`src/rtl/srsw_fifo_pkg.sv`:
```
// Shared sizing helpers and the default skid entry type for srsw_fifo_ctrl.
package srsw_fifo_pkg;

  // Total capacity: every memory slot plus the two skid registers.
  function automatic int fifo_cap(input int addr_width);
    return (1 << addr_width) + 2;
  endfunction

  function automatic int count_width(input int addr_width);
    return addr_width + 2;
  endfunction

  localparam int SKID_DEF_W = 32;
  typedef logic [SKID_DEF_W-1:0] skid_entry_t;

endpackage

```
`src/rtl/srsw_skid2.sv`:
```
// Two-entry register FIFO; e0 is always the head. The caller never pushes when full
// and never pops when empty.
module srsw_skid2
  import srsw_fifo_pkg::*;
#(
  parameter type entry_t = skid_entry_t
) (
  input  logic       clock,
  input  logic       reset,
  input  logic       push,
  input  entry_t     push_data,
  input  logic       pop,
  output entry_t     head,
  output logic [1:0] occ
);

  entry_t e0, e1;

  assign head = e0;

  always_ff @(posedge clock) begin
    if (reset) begin
      occ <= 2'd0;
    end else begin
      case ({push, pop})
        2'b10: begin
          if (occ == 2'd0) e0 <= push_data;
          else             e1 <= push_data;
          occ <= occ + 2'd1;
        end
        2'b01: begin
          e0  <= e1;
          occ <= occ - 2'd1;
        end
        2'b11: begin
          // Occupancy is unchanged; the new word becomes the tail.
          if (occ == 2'd1) begin
            e0 <= push_data;
          end else begin
            e0 <= e1;
            e1 <= push_data;
          end
        end
        default: ;
      endcase
    end
  end

endmodule

```
`src/rtl/srsw_fifo_ctrl.sv`:
```
// FIFO controller for a 1-cycle-latency SRSW memory with a 2-entry output skid.
// Define SRSW_FIFO_BYPASS_EN to let pushes into an idle queue skip the memory.
module srsw_fifo_ctrl
  import srsw_fifo_pkg::*;
#(
  parameter int ADDR_WIDTH = 2,
  parameter int DATA_WIDTH = 32
) (
  input  logic                               clock,
  input  logic                               reset,
  input  logic                               in_valid,
  output logic                               in_ready,
  input  logic [DATA_WIDTH-1:0]              in_data,
  output logic                               out_valid,
  input  logic                               out_ready,
  output logic [DATA_WIDTH-1:0]              out_data,
  output logic [count_width(ADDR_WIDTH)-1:0] count,
  output logic                               mem_wen,
  output logic [ADDR_WIDTH-1:0]              mem_waddr,
  output logic [DATA_WIDTH-1:0]              mem_wdata,
  output logic                               mem_ren,
  output logic [ADDR_WIDTH-1:0]              mem_raddr,
  input  logic [DATA_WIDTH-1:0]              mem_rdata
);

  localparam int            CW  = count_width(ADDR_WIDTH);
  localparam logic [CW-1:0] CAP = CW'(fifo_cap(ADDR_WIDTH));

  typedef logic [DATA_WIDTH-1:0] word_t;

  logic [ADDR_WIDTH-1:0] wptr, rptr;
  logic [ADDR_WIDTH:0]   mem_occ;
  logic                  inflight;
  logic [1:0]            skid_occ;
  logic [2:0]            skid_load;
  logic                  push, pop, bypass, mem_push, rd_issue, skid_push;
  word_t                 skid_data;

  assign count     = CW'(mem_occ) + CW'(inflight) + CW'(skid_occ);
  assign in_ready  = !reset && (count != CAP);
  assign out_valid = (skid_occ != 2'd0);
  assign push      = in_valid && in_ready;
  assign pop       = out_valid && out_ready;

`ifdef SRSW_FIFO_BYPASS_EN
  assign bypass = push && (mem_occ == '0) && !inflight && (skid_occ != 2'd2);
`else
  assign bypass = 1'b0;
`endif

  assign mem_push  = push && !bypass;
  assign skid_push = inflight || bypass;
  assign skid_data = inflight ? mem_rdata : in_data;

  // Reserve skid space for the returning word; the slot freed by this cycle's
  // pop counts, which is what lets a streaming consumer take one word per cycle.
  assign skid_load = {1'b0, skid_occ} + {2'b00, inflight};
  assign rd_issue  = !reset && (mem_occ != '0) && (skid_load < (pop ? 3'd3 : 3'd2));

  assign mem_wen   = mem_push;
  assign mem_waddr = wptr;
  assign mem_wdata = in_data;
  assign mem_ren   = rd_issue;
  assign mem_raddr = rptr;

  always_ff @(posedge clock) begin
    if (reset) begin
      wptr     <= '0;
      rptr     <= '0;
      mem_occ  <= '0;
      inflight <= 1'b0;
    end else begin
      if (mem_push) wptr <= wptr + ADDR_WIDTH'(1);
      if (rd_issue) rptr <= rptr + ADDR_WIDTH'(1);
      inflight <= rd_issue;
      mem_occ  <= mem_occ + {{ADDR_WIDTH{1'b0}}, mem_push} - {{ADDR_WIDTH{1'b0}}, rd_issue};
    end
  end

  srsw_skid2 #(
    .entry_t(word_t)
  ) u_skid (
    .clock    (clock),
    .reset    (reset),
    .push     (skid_push),
    .push_data(skid_data),
    .pop      (pop),
    .head     (out_data),
    .occ      (skid_occ)
  );

endmodule

```
`config.mk`:
```
export PLATFORM = sky130hd
export DESIGN_NAME = srsw_fifo_ctrl
export DESIGN_NICKNAME = d
export VERILOG_FILES = /design/src/rtl/srsw_fifo_pkg.sv /design/src/rtl/srsw_skid2.sv /design/src/rtl/srsw_fifo_ctrl.sv
export SDC_FILE = /design/constraint.sdc
export NUM_CORES = 1
export LEC_CHECK = 0
export ABC_CLOCK_PERIOD_IN_PS = 7350
export CORE_ASPECT_RATIO = 1.75
export CORE_MARGIN = 5
export CORE_UTILIZATION = 39
export CTS_BUF_LIST = sky130_fd_sc_hd__clkbuf_8
export DETAILED_ROUTE_END_ITERATION = 6
export HOLD_SLACK_MARGIN = 0.02
export MAX_ROUTING_LAYER = met4
export PLACE_DENSITY_LB_ADDON = 0.15
export SLEW_MARGIN = 15
export SYNTH_ARGS = -nofsm -noshare
export SYNTH_HDL_FRONTEND = slang
export SYNTH_SLANG_ARGS = --single-unit
```
`constraint.sdc`:
```
create_clock -name clock -period 7.35 [get_ports clock]
set_clock_uncertainty 0.1 [all_clocks]
set_input_delay 1.47 -clock clock [delete_from_list [all_inputs] [get_ports clock]]
set_output_delay 1.47 -clock clock [all_outputs]
set_load 0.03 [all_outputs]
```
## Word-level counts from Yosys, hierarchy flattened

Index checks and enable logic that the tools add are counted.

- $add $sub $neg: 9
- Equal/unequal tests: 8
- $lt $le $gt $ge: 1
- Reductions and logical operators: 14
- Mux-type cells: 9
- Bitwise operators: 1

Operators with widths:

| operator | count |
|---|---|
| 32-bit two-way mux | 5 |
| 32-bit case mux with 3 select lines | 1 |
| 32-bit case mux with 2 select lines | 1 |
| 2-bit by 1-bit adder with 2-bit output, second input constant | 3 |
| 2-bit nonzero test | 3 |
| 3-bit nonzero test | 2 |
| 1-bit logical AND | 5 |
| 3-bit by 1-bit adder with 4-bit output | 1 |
| 4-bit by 2-bit adder with 4-bit output | 1 |
| 2-bit by 1-bit equality test with 1-bit output, second input constant | 2 |
| 2-bit equality test, second input constant | 2 |
| 2-bit inequality test, second input constant | 2 |
| 4-bit by 3-bit inequality test with 1-bit output, second input constant | 1 |
| 2-bit case mux with 2 select lines | 1 |
| 4-bit AND reduction | 1 |
| 2-bit by 1-bit adder with 3-bit output | 1 |
| 3-bit by 1-bit adder with 3-bit output | 1 |
| 3-bit by 2-bit < comparator with 1-bit output | 1 |
| 3-bit AND reduction | 1 |
| 3-bit by 1-bit subtractor with 3-bit output | 1 |
| 2-bit zero test | 1 |
| 2-bit by 1-bit inequality test with 1-bit output, second input constant | 1 |
| 2-bit by 1-bit subtractor with 2-bit output, second input constant | 1 |
| 1-bit zero test | 1 |
| other kinds (2) | 2 |

- Output and inout port bits: 76
- Register bits after elaboration: 74
- Input port bits: 68

## Logic depth before layout (Yosys ltp)

- Depth in word-level cells: 7
- Depth in mapped cells: 13
- Gate-level depth less buffers: 13

## Cells and area by module

A second synthesis with hierarchy kept.

- Cells, all modules: 325
- Area, all modules: 4379.2 sq um

By module, submodules not included:

| module | cells an instance | sequential area each (sq um) | times used | area an instance (sq um) |
|---|---|---|---|---|
| srsw_skid2 | 197 | 1961.9 | 1 | 3206.8 |
| srsw_fifo_ctrl | 128 | 160.2 | 1 | 1172.4 |

## Worst setup path after synthesis

OpenSTA, ideal clock, no wires.

- Path kind: in2reg
- Start: input port out_ready
- End: register u_skid.e1[0] in the netlist's numbering (enable)
- Data arrival time: 7.107 ns
- Required time: 6.656 ns
- Path slack: -0.451 ns
- Buffers on the path: 0
- Stages on the path: 5
- Setup time: 0.594 ns
- Path through: nand2_1 -> inv_1 -> ha_1 -> and2_1 -> a2111oi_0

- Longest elaborated chain between the ends: 4
- Elaborated cells between the ends (all ways): 7
- Classes of those cells: eq/ne: 4; reduce/logical: 3

RTL lines:

| element | line | text |
|---|---|---|
| start: declaration | srsw_fifo_ctrl.sv:15 | `input logic out_ready,` |
| 1-bit logical AND (*) | srsw_fifo_ctrl.sv:43 | `assign pop = out_valid && out_ready;` |
| 2-bit equality test | srsw_skid2.sv:25 | `case ({push, pop})` |
| 2-bit inequality test (no line) or 2-bit nonzero test (tied branches) | -- |  |
| 4-bit AND reduction (no line) (*) | -- |  |
| end signal: assignment | srsw_skid2.sv:28 | `else e1 <= push_data;` |
| end signal: assignment | srsw_skid2.sv:41 | `e1 <= push_data;` |
| end: declaration | srsw_skid2.sv:17 | `entry_t e0, e1;` |

Every way passes the cells marked *; elsewhere a longest branch is shown, timed or not.
A chain may end at the register's enable or synchronous reset.

## Final worst setup path

- Start: input port out_ready
- End: output port mem_ren

- Longest elaborated chain between the ends: 4

RTL lines:

| element | line | text |
|---|---|---|
| 1-bit logical AND | srsw_fifo_ctrl.sv:43 |  |
| 1-bit two-way mux | srsw_fifo_ctrl.sv:58 | `assign rd_issue = !reset && (mem_occ != '0) && (skid_load < (pop ? 3'd3 : 3'd2));` |
| 3-bit by 2-bit < comparator with 1-bit output | srsw_fifo_ctrl.sv:58 |  |
| 1-bit logical AND | srsw_fifo_ctrl.sv:58 |  |
| end: declaration | srsw_fifo_ctrl.sv:21 | `output logic mem_ren,` |

Every way passes these cells.

==> results by group <==
Status
  • Status: finished, final reports clean

Clock tree
  • CTS max path bufs: 2
  • Worst-path clk slew: about 0.070 ns
  • CTS sink count: 74
  • Post-CTS setup buffer count: 0
  • Clk root buf: clkbuf_8
  • CTS tree: yes
  • Cts bufs inserted: 9
  • Clock Latency Late Sink: between 0.3 and 0.4 ns
  • # hold bufs at CTS: 0
  • H-Tree Depth: 3
  • Post-cts resize count: 0

Critical path
  • Buf/Inv on CP: 2
  • Worst endpoint required time: approximately 5.8 ns
  • Element type at the critical path start: primary input
  • Slowest cell on the critical path: clkdlybuf4s50_1
  • Top Family by Delay on Critical Path: buffers and inverters
  • CP Cell Sequence: clkdlybuf4s50_1 -> or3b_4 -> a211oi_4 -> nor2b_1 -> clkdlybuf4s50_1
  • Most used cell, CP: clkdlybuf4s50_1
  • Critical path's largest stage delay: slightly above 0.7 ns
  • Crit. End Element: output port
  • Crit-path max FO: 5
  • Critical path class: primary input to output port
  • CP arrival: 3.58 ns

Placement
  • Buffers on Ports: 143
  • GP Congestion: approximately 0.72
  • HPWL after detailed placement: just under 6 mm

Logic synthesis
  • Synth Instances: roughly 320
  • Ranking of synthesized cells by area: edfxtp_1, mux2_2, buf_4
  • Synth area leader: edfxtp_1
  • Mean post-synth cell area: 11.7 um2
  • Top FF cell, synth: edfxtp_1
  • Distinct cells, synth: 32
  • Seq/Total Area, Yosys: 57.3%
  • Top-area cell type share of the netlist area: just over 50%
  • Syn Std Cell Area: around 0.0037 mm2
  • Synth warn: 0
  • Synth async-reset ratio: 0%
  • Post-synth EDFFs: 64
  • Post-Syn Nets: ~400
  • Synthesis-stage register bit count: 74

Route
  • Average wire per standard cell: roughly 15 um
  • Via count: approximately 2600
  • Initial DRC Count: between 100 and 150
  • DRC viols: 0
  • Via/cell ratio: about 4.8
  • Final ANT Viol Nets: 0
  • Length of the first detailed-routing pass in iterations: 4
  • Overall routed net length: about 8.3 mm

Floorplan
  • Starting Density: roughly 39%
  • Die Y-Extent: between 100 and 150 um
  • Die X: ~84 um
  • Site Rows: 47
  • # IOs: 144
  • Die ar.: 0.0116 mm2
  • Core Footprint: 0.00941 mm2

Pwr
  • LEAKAGE: ~0.0019 uW
  • Worst vdd rail ir drop: 0.241 mV
  • Power density over cell area: between 300 and 400 mW/mm2
  • Total power: roughly 1800 uW

STA
  • Unrepaired setup endpoints after global routing: false
  • # setup viols final: 0
  • Setup_tns: 0 ns
  • Min Tclk post-route: a little over 5 ns
  • Tcrit/Tclk final: 70.1%
  • Fin. max-slew vios: 0
  • Rel. slew slack: about 27%
  • Final hold vios: 0
  • Pin slew with the least headroom to its limit: 1.09 ns
  • Fmax: 194 MHz

Final layout
  • Ant. Diodes: 0
  • Most common cell after layout, fill and taps aside: clkdlybuf4s50_1
  • Nets: about 510
  • Post-layout utilization of the core: between 50% and 60%
  • Area Growth Syn to Fin: 40.4%
  • Most frequent cells in the layout: clkdlybuf4s50_1, edfxtp_1, nand2_1, mux2_2, o21ai_0
  • Layout cells sized above 1: a little under an eighth
  • Filler cell count: about 860

GRT
  • Largest net degree at the start of global routing: 39
  • Global Route Usage Sum: between 10 and 15%
  • Vias in the first global route: 2736
  • First-pass GRT wire length: around 13 mm
  • Initial antenna violation count: 0
  • Aggregate global routing overflow: 0

Flow run
  • Max-Cap Viols: 0

Worst hold path
  • Hold Crit Class: flop to flop
[worst min-delay path, delay by kind of cell (launching register included)]
family / cells / cell delay (ns)
and+or+nand+nor: 2 / 0.09
DFF: 1 / 0.32
[cell usage after synthesis (10+ instances only)]
| cell | n |
|---|---|
| nor2_1 | 11 |
| ha_1 | 10 |
| clkbuf_1 | 10 |
| buf_4 | 32 |
| edfxtp_1 | 64 |
| inv_1 | 12 |
| o21ai_0 | 30 |
| dfxtp_1 | 10 |
| nand2_1 | 62 |
| mux2_2 | 30 |
[where the power goes]
group	switching, uW	leakage [uW]	total [uW]	internal (uW)
Combinational	473	0.00114	829	357
Sequential	69.6	0.000670	685	615
Clock	139	0.0000989	289	150
[per-layer routing]
metal	wire length [um]	share of wire, %	global-route usage [%]
met5	0	0	-
met4	159	1.9	6.19
met3	613	7.4	4.16
met1	3130	38	15.3
met2	4400	53	26.1
[worst paths after layout]
path	cells past startpoint	end	from	slack [ns]
worst max-delay path	5	mem_ren	out_ready	2.20
worst min-delay path	2	u_skid.head[17]	u_skid.e1[17]	0.41
worst max register to register	12	mem_occ[2]	inflight	3.68
worst min register to register	2	u_skid.head[17]	u_skid.e1[17]	0.41
[through the flow]
step | hold slack (ns) | std cells | worst slack (ns) | instance area [um2]
floorplan | 0.391 | 316 | 1.10 | 3710
global placement | 0.396 | 536 | 2.21 | 5020
detailed placement | 0.399 | 536 | 2.20 | 5020
CTS | 0.418 | 551 | 2.14 | 5200
global route | 0.424 | 551 | 1.92 | 5200
finish | 0.415 | 551 | 2.20 | 5200
[flip-flops by register name (all words and copies together), names as in the netlist]
register,count
inflight,1
mem_occ,3
mem_raddr,2
mem_waddr,2
u_skid.e1,32
u_skid.head,32
u_skid.occ,2
[final cells by class]
cell class,instances,area [um2],area share [%]
sequential,74,2120,40.8
clock inverter,6,51.3,0.986
tap,122,153,2.93
inverter,12,45.0,0.866
clock buffer,9,124,2.38
timing repair buffer,145,1450,27.8
multi-input combinational,183,1260,24.2
[logic make-up after synthesis]
family | count (synthesis) | share of synthesized area (%)
simple gates | 85 | 9.49
flops | 74 | 57.3
buf+inv | 59 | 9.39
compound gates | 46 | 7.46
mux | 32 | 9.73
fa+ha+maj | 13 | 5.00
xor+xnor | 7 | 1.65
Note: power is estimated with default switching activity, not from simulation.
